## config.mk

```make
export PLATFORM = sky130hd
export DESIGN_NAME = mem_stage_lsu_flat
export DESIGN_NICKNAME = d
export VERILOG_FILES = /design/src/rtl/mem_stage_lsu_if.sv /design/src/rtl/mem_stage_lsu.sv /design/src/flat_wrapper.sv
export SDC_FILE = /design/constraint.sdc
export NUM_CORES = 1
export LEC_CHECK = 0
export BUFFER_PORTS_ARGS = -buffer_cell sky130_fd_sc_hd__buf_4
export CORE_AREA = 2 2 157 159
export DETAILED_ROUTE_END_ITERATION = 10
export DIE_AREA = 0 0 159 161
export GPL_ROUTABILITY_DRIVEN = 0
export GPL_TIMING_DRIVEN = 1
export PLACE_DENSITY = 0.87
export SYNTH_ARGS = -nofsm -noshare
export SYNTH_HDL_FRONTEND = slang
export SYNTH_SLANG_ARGS = --single-unit
```

## constraint.sdc

```tcl
create_clock -name clk -period 8.55 [get_ports clk]
set_input_delay 1.2825 -clock clk [delete_from_list [all_inputs] [get_ports clk]]
set_output_delay 1.2825 -clock clk [all_outputs]
set_load 0.005 [all_outputs]
```

## src/rtl/mem_stage_lsu_if.sv

```systemverilog
`default_nettype none
// ============================================================================
// Module   : mem_stage_lsu_if
// Brief    : Data-memory request/acknowledge bus between the LSU and memory.
// Revision : 1.0 - initial release
// ============================================================================
interface mem_stage_lsu_if #(
    parameter int XLEN = 64
);
    logic                  dmem_req;
    logic                  dmem_we;
    logic [XLEN-1:0]       dmem_addr;
    logic [XLEN-1:0]       dmem_wdata;
    logic [XLEN/8-1:0]     dmem_wmask;
    logic                  dmem_ack;
    logic [XLEN-1:0]       dmem_rdata;

    modport master (
        output dmem_req, dmem_we, dmem_addr, dmem_wdata, dmem_wmask,
        input  dmem_ack, dmem_rdata
    );

    modport slave (
        input  dmem_req, dmem_we, dmem_addr, dmem_wdata, dmem_wmask,
        output dmem_ack, dmem_rdata
    );
endinterface
`default_nettype wire

```

## src/rtl/mem_stage_lsu.sv

```systemverilog
`default_nettype none
// ============================================================================
// Module   : mem_stage_lsu
// Brief    : MEM-stage load/store unit: one 64-bit req/ack transaction per
//            load or store, with store lane masking and load extension.
// Revision : 1.0 - initial release
// ============================================================================
module mem_stage_lsu #(
    parameter int XLEN = 64
) (
    input  wire logic              clk,
    input  wire logic              rst,
    input  wire logic              mem_valid,
    input  wire logic              mem_read,
    input  wire logic              mem_write,
    input  wire logic [2:0]        mem_funct3,
    input  wire logic [XLEN-1:0]   mem_addr,
    input  wire logic [XLEN-1:0]   mem_wdata,
    mem_stage_lsu_if.master        dmem,
    output logic                   stall,
    output logic [XLEN-1:0]        load_data,
    output logic                   load_valid,
    output logic                   misaligned
);

    typedef enum logic [1:0] {
        ST_IDLE = 2'd0,
        ST_REQ  = 2'd1,
        ST_DONE = 2'd2
    } state_t;

    state_t              r_state;
    logic                r_req;
    logic                r_we;
    logic [2:0]          r_funct3;
    logic [2:0]          r_off;
    logic [XLEN-1:0]     r_addr;
    logic [XLEN-1:0]     r_wdata;
    logic [XLEN/8-1:0]   r_mask;
    logic [XLEN-1:0]     r_load_data;
    logic                r_load_valid;

    logic                w_start;
    logic                w_idle;
    logic                w_mis;
    logic                w_go;
    logic [2:0]          w_off;
    logic [XLEN/8-1:0]   w_mask_base;
    logic [XLEN-1:0]     w_rshift;
    logic [XLEN-1:0]     w_load_ext;

    assign w_start = mem_valid & (mem_read | mem_write);
    assign w_idle  = (r_state == ST_IDLE);
    assign w_off   = mem_addr[2:0];

    always_comb begin
        w_mis       = 1'b0;
        w_mask_base = 8'h01;
        case (mem_funct3[1:0])
            2'd0: begin w_mis = 1'b0;          w_mask_base = 8'h01; end
            2'd1: begin w_mis = w_off[0];      w_mask_base = 8'h03; end
            2'd2: begin w_mis = |w_off[1:0];   w_mask_base = 8'h0F; end
            default: begin w_mis = |w_off;     w_mask_base = 8'hFF; end
        endcase
    end

    assign w_go       = w_idle & w_start & ~w_mis;
    assign misaligned = w_idle & w_start & w_mis;
    // Stall must rise in the start cycle itself, before the request registers.
    assign stall      = w_go | (r_state == ST_REQ);

    assign w_rshift = dmem.dmem_rdata >> {r_off, 3'b000};

    always_comb begin
        w_load_ext = w_rshift;
        case (r_funct3)
            3'b000:  w_load_ext = {{(XLEN-8){w_rshift[7]}},   w_rshift[7:0]};
            3'b001:  w_load_ext = {{(XLEN-16){w_rshift[15]}}, w_rshift[15:0]};
            3'b010:  w_load_ext = {{(XLEN-32){w_rshift[31]}}, w_rshift[31:0]};
            3'b100:  w_load_ext = {{(XLEN-8){1'b0}},          w_rshift[7:0]};
            3'b101:  w_load_ext = {{(XLEN-16){1'b0}},         w_rshift[15:0]};
            3'b110:  w_load_ext = {{(XLEN-32){1'b0}},         w_rshift[31:0]};
            default: w_load_ext = w_rshift;
        endcase
    end

    always_ff @(posedge clk or posedge rst) begin
        if (rst) begin
            r_state      <= ST_IDLE;
            r_req        <= 1'b0;
            r_we         <= 1'b0;
            r_funct3     <= 3'b000;
            r_off        <= 3'b000;
            r_addr       <= '0;
            r_wdata      <= '0;
            r_mask       <= '0;
            r_load_data  <= '0;
            r_load_valid <= 1'b0;
        end else begin
            r_load_valid <= 1'b0;
            case (r_state)
                ST_IDLE: begin
                    if (w_go) begin
                        // A simultaneous read and write is resolved as a load.
                        r_we     <= mem_write & ~mem_read;
                        r_funct3 <= mem_funct3;
                        r_off    <= w_off;
                        r_addr   <= {mem_addr[XLEN-1:3], 3'b000};
                        r_wdata  <= mem_wdata << {w_off, 3'b000};
                        r_mask   <= w_mask_base << w_off;
                        r_req    <= 1'b1;
                        r_state  <= ST_REQ;
                    end
                end
                ST_REQ: begin
                    if (dmem.dmem_ack) begin
                        r_req <= 1'b0;
                        if (!r_we) begin
                            r_load_data  <= w_load_ext;
                            r_load_valid <= 1'b1;
                        end
                        r_state <= ST_DONE;
                    end
                end
                ST_DONE: r_state <= ST_IDLE;
                default: r_state <= ST_IDLE;
            endcase
        end
    end

    assign dmem.dmem_req   = r_req;
    assign dmem.dmem_we    = r_we;
    assign dmem.dmem_addr  = r_addr;
    assign dmem.dmem_wdata = r_wdata;
    assign dmem.dmem_wmask = r_mask;
    assign load_data       = r_load_data;
    assign load_valid      = r_load_valid;

endmodule
`default_nettype wire

```

## src/flat_wrapper.sv

```systemverilog
// flat-port wrapper written by rule: the top's interface ports become plain ports
module mem_stage_lsu_flat 
#(
    parameter int XLEN = 64
)
  (clk, rst, mem_valid, mem_read, mem_write, mem_funct3, mem_addr, mem_wdata, stall, load_data, load_valid, misaligned, dmem_dmem_req, dmem_dmem_we, dmem_dmem_addr, dmem_dmem_wdata, dmem_dmem_wmask, dmem_dmem_ack, dmem_dmem_rdata);
  mem_stage_lsu_if #(.XLEN(XLEN)) dmem_i ();
  input  wire logic clk;
  input  wire logic rst;
  input  wire logic mem_valid;
  input  wire logic mem_read;
  input  wire logic mem_write;
  input  wire logic [2:0] mem_funct3;
  input  wire logic [XLEN-1:0] mem_addr;
  input  wire logic [XLEN-1:0] mem_wdata;
  output logic stall;
  output logic [XLEN-1:0] load_data;
  output logic load_valid;
  output logic misaligned;
  output wire logic [$bits(dmem_i.dmem_req)-1:0] dmem_dmem_req;
  output wire logic [$bits(dmem_i.dmem_we)-1:0] dmem_dmem_we;
  output wire logic [$bits(dmem_i.dmem_addr)-1:0] dmem_dmem_addr;
  output wire logic [$bits(dmem_i.dmem_wdata)-1:0] dmem_dmem_wdata;
  output wire logic [$bits(dmem_i.dmem_wmask)-1:0] dmem_dmem_wmask;
  input wire logic [$bits(dmem_i.dmem_ack)-1:0] dmem_dmem_ack;
  input wire logic [$bits(dmem_i.dmem_rdata)-1:0] dmem_dmem_rdata;
  assign dmem_dmem_req = dmem_i.dmem_req;
  assign dmem_dmem_we = dmem_i.dmem_we;
  assign dmem_dmem_addr = dmem_i.dmem_addr;
  assign dmem_dmem_wdata = dmem_i.dmem_wdata;
  assign dmem_dmem_wmask = dmem_i.dmem_wmask;
  assign dmem_i.dmem_ack = dmem_dmem_ack;
  assign dmem_i.dmem_rdata = dmem_dmem_rdata;
  mem_stage_lsu #(.XLEN(XLEN)) u_core (.clk(clk), .rst(rst), .mem_valid(mem_valid), .mem_read(mem_read), .mem_write(mem_write), .mem_funct3(mem_funct3), .mem_addr(mem_addr), .mem_wdata(mem_wdata), .dmem(dmem_i), .stall(stall), .load_data(load_data), .load_valid(load_valid), .misaligned(misaligned));
endmodule
```

==> flow_metrics.py, run 1 <==
metrics = {
    "drt": {
        "route.detailed.drc": 0,
        "initialDrtViolationCount": 1163,
        "wl_um": 39000,
        "drtPass1Iterations": 5,
        "vias_per_cell": 5.80,
        "wl_per_cell_um": 20.2,
        "ant_nets": 0,
        "via_count": 11200,
    },
    "synthesis": {
        "syn_area_per_cell_um2": 9.01,
        "synth-edff-count": 0,
        "synth_area_mm2": 0.0114,
        "synth_seq_cells": 208,
        "synth_top_cell_by_area": "dfrtp_1",
        "yosys-top-cells-count": "nand2_1 (295), dfrtp_1 (208), a21oi_1 (137), nor2_1 (116), mux2i_1 (82)",
        "synth-main-ff-cell": "dfrtp_1",
        "synth.top_cells.by_area": "dfrtp_1 (46%), nand2_1 (9.7%), mux2i_1 (7.2%)",
        "synth_most_common_cell": "nand2_1",
        "ys_seq_area_share_pct": 45.8,
        "ys_async_sr_fraction_pct": 100,
        "synth_top_area_share_pct": 45.8,
        "synth.distinct_cells": 51,
        "synthCells": 1262,
        "synth_warnings": 0,
    },
    "cts": {
        "clock_latency_ps": 520,
        "cts_max_path_buffers": 3,
        "cts.sinks": 208,
        "htreeDepth": 1,
        "cts_resized": 0,
        "hold_buffers": 0,
        "root_buffer": "clkbuf_16",
        "cts_made_buffers": 23,
        "cts_setup_buffers": 0,
        "cts_tree": "yes",
        "cts.clk_slew.worst_paths_ps": 60,
    },
    "timing": {
        "tightest_slew_ps": 1180,
        "finalHoldViolations": 0,
        "finClkSkew_ps": 10.3,
        "finalSetupViolCount": 0,
        "tns_ps": 0,
        "maxSlewHeadroom_pct": 21.7,
        "final-max-slew-violation-count": 0,
        "period_needed_ps": 4780,
        "rsz0062_at_grt": "no",
        "fmax_ghz": 0.209,
        "timing.final.crit_share_pct": 55.9,
    },
    "setup_path": {
        "cp_num_buf_inv": 2,
        "critical_path_peak_fanout": 91,
        "cp_common_cell": "buf_4",
        "critPathRequiredTime_ps": 7270,
        "critPathArrivalTime_ps": 3500,
        "worst_path_max_delay_cell": "buf_4",
        "cpLargestDelayFamily": "buffers and inverters",
        "crit_chain": "buf_4, o21ai_0, a21boi_1, nand2b_4, nand2_1, buf_4",
        "max_stage_delay_ps": 760,
        "worst_setup_path_start_kind": "input pin",
        "setup.worst_path.class": "in2out",
        "cp-end-kind": "output port",
        "rr_startpoint": "u_core.r_off[1]",
        "crit_start": "mem_addr[1]",
    },
    "cells_and_area": {
        "final_util_pct": 63.2,
        "drive_gt1_share_pct": 32.1,
        "final_cells": 1929,
        "antenna_cells": 0,
        "syn_to_final_growth_pct": 33.1,
        "fillerInstances": 1940,
        "nets": 1790,
    },
    "die": {
        "rows": 57,
        "die_area_mm2": 0.0256,
        "io-pin-count": 406,
        "die_h_um": 161,
        "core_area_mm2": 0.0240,
        "die_w_um": 159,
        "start_util_pct": 47.4,
    },
    "global_routing": {
        "grt_antenna_before_repair": 0,
        "grt.overflow.total": 0,
        "grt_pass1_vias": 11000,
        "grt_max_degree": 140,
        "grt_usage_pct": 29.6,
        "grt_pass1_wl_um": 60500,
    },
    "run": {
        "maxCapViolCount": 0,
    },
    "hold_path": {
        "holdCritPathClass": "reg2reg",
        "min_from": "u_core.dmem.dmem_wdata[7]",
    },
    "run_status": {
        "status": "finished clean",
    },
    "power_and_ir_drop": {
        "p_leak_nw": 7.43,
        "power.density_mw_per_mm2": 281,
        "finalPower_w": 0.00425,
        "ir_drop_v": 0.000175,
    },
    "placed_design": {
        "dpl.cell_count": 1888,
        "port_buffers": 402,
        "place_hpwl_um": 28100,
    },
}
-- report_power, final --
| group | total (W) | internal [W] | switching (W) | leakage (nW) |
|---|---|---|---|---|
| registers | 0.00155 | 0.00132 | 0.000235 | 2.55 |
| clock network | 0.00104 | 0.000628 | 0.000407 | 0.381 |
| logic | 0.00166 | 0.000827 | 0.000835 | 4.50 |
| total | 0.00425 | 0.00277 | 0.00148 | 7.43 |
-- metal layers --
layer	global-route usage, %	up-vias	routed length, um
li1	-	5020	-
met1	35.6	5276	13700
met2	48.0	744	18300
met3	8.71	148	4650
met4	16.3	0	2360
met5	0	-	0
-- cells by family after synthesis --
| family | after synthesis | share of synthesized area, % |
|---|---|---|
| AO/OA/AOI/OAI | 314 | 16.9 |
| multiplexers | 135 | 14.4 |
| buffers and inverters | 117 | 4.93 |
| flip-flops | 208 | 45.8 |
| other | 1 | 0.0330 |
| AND/OR/NAND/NOR | 487 | 17.9 |
-- worst register-to-register path: stages, from the launching register on --
cell and delay, ps:
dfrtp_2 360, buf_4 610, mux2_4 430, o22a_1 200, and3_4 180, nor2_1 610
a21oi_1 160
-- path summary, 6_finish.rpt --
check                                                 end  depth (start not counted)  slack [ps]
max in group asynchronous       u_core.dmem.dmem_addr[41]                          3        6050
worst min-delay path            u_core.dmem.dmem_wdata[7]                          2         470
worst max register to register       u_core.load_data[14]                          6        5840
min in group asynchronous            u_core.load_data[45]                          2         970
worst min register to register  u_core.dmem.dmem_wdata[7]                          2         470
worst max-delay path                                stall                          6        3770
-- cell usage in the layout, fill, tap and decap left out, types with 9 or more instances in the layout --
cell type and instances:
o221ai_1 9, o31ai_1 19, a31oi_1 26, clkbuf_16 23
o21ai_0 41, mux4_2 19, a211oi_1 36, nor2b_1 25
o21a_1 10, mux2_2 32, nor2_1 116, nand2_1 295
a21o_1 13, dfrtp_1 206, buf_4 411, mux2i_1 82
nand3_1 10, a21oi_1 137
-- cell type report --
type,instances,area (um2),area share (%)
Clock buffer,34,667,4.41
Clock inverter,7,113,0.744
Inverter,6,30.0,0.198
Multi-Input combinational cell,939,5630,37.2
Sequential cell,208,5210,34.4
Tap cell,324,405,2.68
Timing Repair Buffer,411,3090,20.4
-- through the flow --
stage / hold slack (ps) / setup WS, ps / cell area, um2
finish: 469 / 3770 / 15100
global route: 493 / 3570 / 15100
CTS: 472 / 3770 / 15100
floorplan: 463 / 1590 / 11400
detailed placement: 459 / 3780 / 14400
global placement: 454 / 3800 / 14400
-- state kept, by name, indices dropped and copies added (netlist names) --
name                    flops
u_core.load_data           64
u_core.load_valid           1
u_core.dmem.dmem_req        1
u_core.dmem.dmem_wdata     64
u_core.r_state              2
u_core.dmem.dmem_wmask      8
u_core.r_off                3
u_core.dmem.dmem_we         1
u_core.r_funct3             3
u_core.dmem.dmem_addr      61
No activity file was read; power rests on OpenSTA's default activity.
==> run 2: changes to the inputs <==
--- a/config.mk
+++ b/config.mk
@@ -5,6 +5,7 @@
 export SDC_FILE = /design/constraint.sdc
 export NUM_CORES = 1
 export LEC_CHECK = 0
+export ABC_AREA = 1
 export BUFFER_PORTS_ARGS = -buffer_cell sky130_fd_sc_hd__buf_4
 export CORE_AREA = 2 2 157 159
 export DETAILED_ROUTE_END_ITERATION = 10
==> constraint.sdc (replaced) <==
create_clock -name clk -period 4.65 [get_ports clk]
set_input_delay 0.6975 -clock clk [delete_from_list [all_inputs] [get_ports clk]]
set_output_delay 0.6975 -clock clk [all_outputs]
set_load 0.005 [all_outputs]
==> flow_metrics.py, run 2 <==
metrics = {
    "run_status": {
        "status": "finished clean",
    },
    "synthesis": {
        "synth_top_area_share_pct": 45.8,
        "synth-edff-count": 0,
        "synth.top_cells.by_area": "dfrtp_1 (46%), nand2_1 (22%), o21ai_0 (6.2%)",
        "synth-main-ff-cell": "dfrtp_1",
        "synth_top_cell_by_area": "dfrtp_1",
        "synth_seq_cells": 208,
        "ys_seq_area_share_pct": 45.8,
        "synth_warnings": 0,
        "syn_area_per_cell_um2": 7.08,
        "synth_area_mm2": 0.0114,
        "synthCells": 1607,
        "ys_async_sr_fraction_pct": 100,
        "yosys-top-cells-count": "nand2_1 (666), dfrtp_1 (208), nor2_1 (160), o21ai_0 (141), nand3_1 (128)",
        "synth.distinct_cells": 34,
        "synth_most_common_cell": "nand2_1",
    },
    "cts": {
        "cts_setup_buffers": 0,
        "cts.clk_slew.worst_paths_ps": 60,
        "cts_tree": "yes",
        "clock_latency_ps": 510,
        "cts_max_path_buffers": 3,
        "cts_resized": 0,
        "cts_made_buffers": 24,
        "root_buffer": "clkbuf_16",
        "htreeDepth": 1,
        "hold_buffers": 0,
        "cts.sinks": 208,
    },
    "die": {
        "die_w_um": 159,
        "io-pin-count": 406,
        "start_util_pct": 47.5,
        "core_area_mm2": 0.0240,
        "die_h_um": 161,
        "rows": 57,
        "die_area_mm2": 0.0256,
    },
    "setup_path": {
        "critPathArrivalTime_ps": 2440,
        "worst_setup_path_start_kind": "input pin",
        "critPathRequiredTime_ps": 3950,
        "worstReg2RegEnd": "u_core.load_data[33]",
        "rr_startpoint": "u_core.r_off[1]",
        "setup.worst_path.class": "in2out",
        "ff2ff_path_depth": 7,
        "critical_path_peak_fanout": 175,
        "cp-end-kind": "output port",
        "rrSetupSlack_ps": 1790,
    },
    "timing": {
        "finalSetupViolCount": 0,
        "final-max-slew-violation-count": 0,
        "rsz0062_at_grt": "no",
        "tns_ps": 0,
        "period_needed_ps": 3130,
        "maxSlewHeadroom_pct": 37.2,
        "finClkSkew_ps": 12.9,
        "tightest_slew_ps": 942,
        "finalHoldViolations": 0,
        "fmax_ghz": 0.319,
        "worst_slack_ps": 1520,
        "timing.final.crit_share_pct": 67.4,
        "fin_hold_ws_ps": 210,
    },
    "power_and_ir_drop": {
        "finalPower_w": 0.00786,
        "switching_share_pct": 37.1,
        "ir_drop_v": 0.000320,
        "p_int_w": 0.00494,
        "power.density_mw_per_mm2": 519,
        "power_frac_clock_pct": 22.7,
        "p_leak_nw": 7.91,
        "seqPwrFrac_pct": 37.0,
        "power_frac_comb_pct": 40.2,
        "power_switching_w": 0.00292,
    },
    "drt": {
        "wl_um": 40600,
        "via_count": 12500,
        "wl_per_cell_um": 17.8,
        "drtPass1Iterations": 7,
        "ant_nets": 0,
        "vias_per_cell": 5.49,
        "initialDrtViolationCount": 1428,
        "route.detailed.drc": 0,
    },
    "placed_design": {
        "pre_cts_ws_ps": 1540,
        "port_buffers": 402,
        "postPlaceCellArea_mm2": 0.0144,
        "place_hpwl_um": 28900,
    },
    "cells_and_area": {
        "drive_gt1_share_pct": 24.4,
        "syn_to_final_growth_pct": 33.2,
        "layout_commonest_cell": "nand2_1",
        "final_cell_mix": "nand2_1 (666), buf_4 (415), dfrtp_1 (207), nor2_1 (160), o21ai_0 (141)",
        "nets": 2140,
        "fin_area_mm2": 0.0151,
    },
    "global_routing": {
        "grt_max_degree": 176,
        "grt_usage_pct": 30.5,
        "grt_pass1_wl_um": 63200,
        "grt_pass1_vias": 12100,
        "grt_antenna_before_repair": 1,
        "grt.overflow.total": 0,
    },
    "hold_path": {
        "holdCritPathClass": "in2async",
    },
    "run": {
        "maxCapViolCount": 0,
    },
}
-- run 2: per-stage QoR --
stage | instances | util (%)
finish | 2279 | 63.2
global route | 2279 | 63.2
CTS | 2278 | 63.2
detailed placement | 2237 | 60.1
global placement | 2237 | 60.1
floorplan | 1609 | -
-- run 2: power by group through the flow --
stage               Sequential (W)  Clock (W)  Combinational, W
global placement           0.00290          0           0.00305
CTS                        0.00290    0.00182           0.00315
floorplan                  0.00285          0           0.00158
detailed placement         0.00291          0           0.00314
global route               0.00298    0.00190           0.00347
finish                     0.00291    0.00179           0.00316
-- run 2: metal layers --
| metal | global-route usage [%] | up-vias | part of all wire [%] |
|---|---|---|---|
| li1 | - | 5823 | - |
| met1 | 36.9 | 5725 | 36 |
| met2 | 50.9 | 823 | 48 |
| met3 | 7.83 | 130 | 11 |
| met4 | 15.0 | 0 | 5.1 |
| met5 | 0 | - | 0 |
-- run 2: final cells by class --
cell class,count,area [um2]
fillers,2082,8820
multi-input cells,1239,5430
flip-flops and latches,208,5210
repair buffers,418,3180
clock buffers,36,707
well taps,324,405
inverters,48,185
clock inverters,5,31.3
diodes,1,2.50
-- run 2: how the worst max path moves through the flow --
| stage | cells after the start | end | start | slack (ps) |
|---|---|---|---|---|
| after global routing | 8 | stall | mem_addr[0] | 1340 |
| after global placement | 8 | stall | mem_addr[0] | 1560 |
| after floorplan | 1 | u_core.dmem.dmem_addr[10] | rst | 1250 |
| after detailed placement | 8 | stall | mem_addr[0] | 1540 |
| final | 8 | stall | mem_addr[0] | 1520 |
| after CTS | 8 | stall | mem_addr[0] | 1530 |
-- run 2: worst max-delay path, stage by stage --
cell and delay [ps]:
buf_4 110, inv_2 190, o21ai_1 270, nand3_1 170
nand3_4 140, buf_12 540, nand2_1 100, buf_4 170
-- run 2: cells by family after synthesis --
kind of cell	after synthesis	synth area share, %
compound gates	248	12.1
buf+inv	162	6.64
flops	208	45.8
mux	16	1.41
other cells	1	0.0330
simple gates	972	34.1
==> run 3: changes to the inputs <==
--- a/config.mk
+++ b/config.mk
@@ -7,12 +7,11 @@
 export LEC_CHECK = 0
 export ABC_AREA = 1
 export BUFFER_PORTS_ARGS = -buffer_cell sky130_fd_sc_hd__buf_4
-export CORE_AREA = 2 2 157 159
+export CORE_UTILIZATION = 46
 export DETAILED_ROUTE_END_ITERATION = 10
-export DIE_AREA = 0 0 159 161
 export GPL_ROUTABILITY_DRIVEN = 0
 export GPL_TIMING_DRIVEN = 1
-export PLACE_DENSITY = 0.87
+export PLACE_DENSITY = 0.88
 export SYNTH_ARGS = -nofsm -noshare
 export SYNTH_HDL_FRONTEND = slang
 export SYNTH_SLANG_ARGS = --single-unit
==> constraint.sdc (replaced) <==
create_clock -name clk -period 2.6 [get_ports clk]
set_input_delay 0.39 -clock clk [delete_from_list [all_inputs] [get_ports clk]]
set_output_delay 0.39 -clock clk [all_outputs]
set_load 0.005 [all_outputs]
==> flow_metrics.py, run 3 (same netlist as run 2, synthesis figures left out) <==
metrics = {
    "global_routing": {
        "grt_pass1_wl_um": 64200,
        "grt_antenna_before_repair": 1,
        "grt_pass1_vias": 12100,
        "grtUsageMet1_pct": 38.3,
        "grt_max_degree": 176,
        "grt-busiest-layer": "met2",
        "grt_usage_pct": 31.6,
        "grt.overflow.total": 0,
        "use_met2_pct": 52.9,
        "grt_use_met3_pct": 6.80,
    },
    "cts": {
        "cts_tree": "yes",
        "cts.clk_slew.worst_paths_ps": 60,
        "cts_resized": 1,
        "root_buffer": "clkbuf_16",
        "clock_latency_ps": 520,
        "htreeDepth": 1,
        "cts_setup_buffers": 0,
        "cts.sinks": 208,
        "cts_max_path_buffers": 3,
        "cts_made_buffers": 24,
        "hold_buffers": 0,
    },
    "timing": {
        "tightest_slew_ps": 778,
        "rsz0062_at_grt": "no",
        "timing.final.crit_share_pct": 98.5,
        "period_needed_ps": 2560,
        "fmax_ghz": 0.391,
        "fin_hold_ws_ps": -13.9,
        "finalSetupViolCount": 0,
        "tns_ps": 0,
        "finClkSkew_ps": 16.0,
        "final-max-slew-violation-count": 0,
        "maxSlewHeadroom_pct": 48.1,
        "finalHoldViolations": 11,
    },
    "drt": {
        "vias_per_cell": 5.52,
        "wl_per_cell_um": 17.7,
        "wl_um": 40600,
        "route.detailed.drc": 0,
        "ant_nets": 0,
        "via_count": 12700,
        "drtPass1Iterations": 6,
        "initialDrtViolationCount": 1511,
    },
    "setup_path": {
        "worst_setup_path_start_kind": "register",
        "cp-end-kind": "output port",
        "setup.worst_path.class": "reg2out",
        "worstReg2RegEnd": "u_core.load_data[36]",
        "critPathArrivalTime_ps": 2170,
        "rrSetupSlack_ps": 180,
        "critical_path_peak_fanout": 175,
        "rr_startpoint": "u_core.r_funct3[1]",
        "critPathRequiredTime_ps": 2210,
        "ff2ff_path_depth": 7,
    },
    "die": {
        "rows": 57,
        "die_area_mm2": 0.0254,
        "die_w_um": 159,
        "start_util_pct": 46.8,
        "die_h_um": 159,
        "core_area_mm2": 0.0243,
        "io-pin-count": 406,
    },
    "power_and_ir_drop": {
        "p_leak_nw": 8.03,
        "ir_drop_v": 0.000529,
        "power.density_mw_per_mm2": 932,
    },
    "cells_and_area": {
        "multiInputGateArea_mm2": 0.00544,
        "final_cell_mix": "nand2_1 (666), buf_4 (423), dfrtp_1 (207), nor2_1 (160), o21ai_0 (141)",
        "fin_area_mm2": 0.0154,
        "nets": 2153,
        "drive_gt1_share_pct": 25.1,
        "syn_to_final_growth_pct": 35.1,
        "final-seq-area_mm2": 0.00521,
        "fillerInstances": 2090,
        "layout_commonest_cell": "nand2_1",
    },
    "placed_design": {
        "place_hpwl_um": 29700,
        "postPlaceCellArea_mm2": 0.0146,
        "port_buffers": 402,
    },
    "run_status": {
        "violations": "negative hold slack",
        "status": "complete, but fails checks",
    },
    "hold_path": {
        "holdCritPathClass": "in2async",
    },
    "run": {
        "maxCapViolCount": 0,
    },
}
[run 3: changes by cell type in the layout (fill, tap and decap cells not counted), sizes merged]
cell	delta
buf	+13
bufinv	+2
clkbuf	-3
clkinv	+2
clkinvlp	-1
inv	+2
[run 3: how the worst max path moves through the flow]
stage | from | to | cells past startpoint
after global routing | u_core.r_state[0] | stall | 5
after floorplan | rst | u_core.dmem.dmem_addr[10] | 1
after detailed placement | mem_write | stall | 7
final | u_core.r_state[0] | stall | 5
after CTS | u_core.r_state[0] | stall | 5
after global placement | mem_write | stall | 7
[run 3: layer usage]
layer  vias up  wire, um
li1       5844         -
met1      5821     14600
met2       851     19500
met3       151      4280
met4         0      2290
met5         -         0
[run 3: metrics by stage]
stage               util (%)  total power (W)  worst slack [ps]  std cells
floorplan                  -          0.00792              -490       1609
CTS                     63.2           0.0143              82.1       2293
global route            63.2           0.0151              10.6       2294
finish                  63.2           0.0143              39.6       2294
detailed placement      59.9           0.0109               221       2250
global placement        59.9           0.0107               239       2250
[run 3: critical path, cell delays in order (launching register included)]
cell and delay [ps]:
dfrtp_1 400, nor3_2 380, nand3_4 150, buf_12 280, nand2_1 160, buf_4 120
[run 3: cell type report]
class / instances / area share (%)
Multi-Input combinational cell: 1239 / 35.4
Antenna cell: 1 / 0.0163
Inverter: 48 / 1.20
Clock inverter: 10 / 0.749
Tap cell: 324 / 2.64
Clock buffer: 33 / 4.39
Timing Repair Buffer: 431 / 21.7
Sequential cell: 208 / 33.9
[run 3: power by group]
group | switching (W) | leakage (nW) | internal, W
combinational | 0.00309 | 5.07 | 0.00263
clock | 0.00138 | 0.394 | 0.00202
sequential | 0.000828 | 2.57 | 0.00438
total | 0.00529 | 8.03 | 0.00902
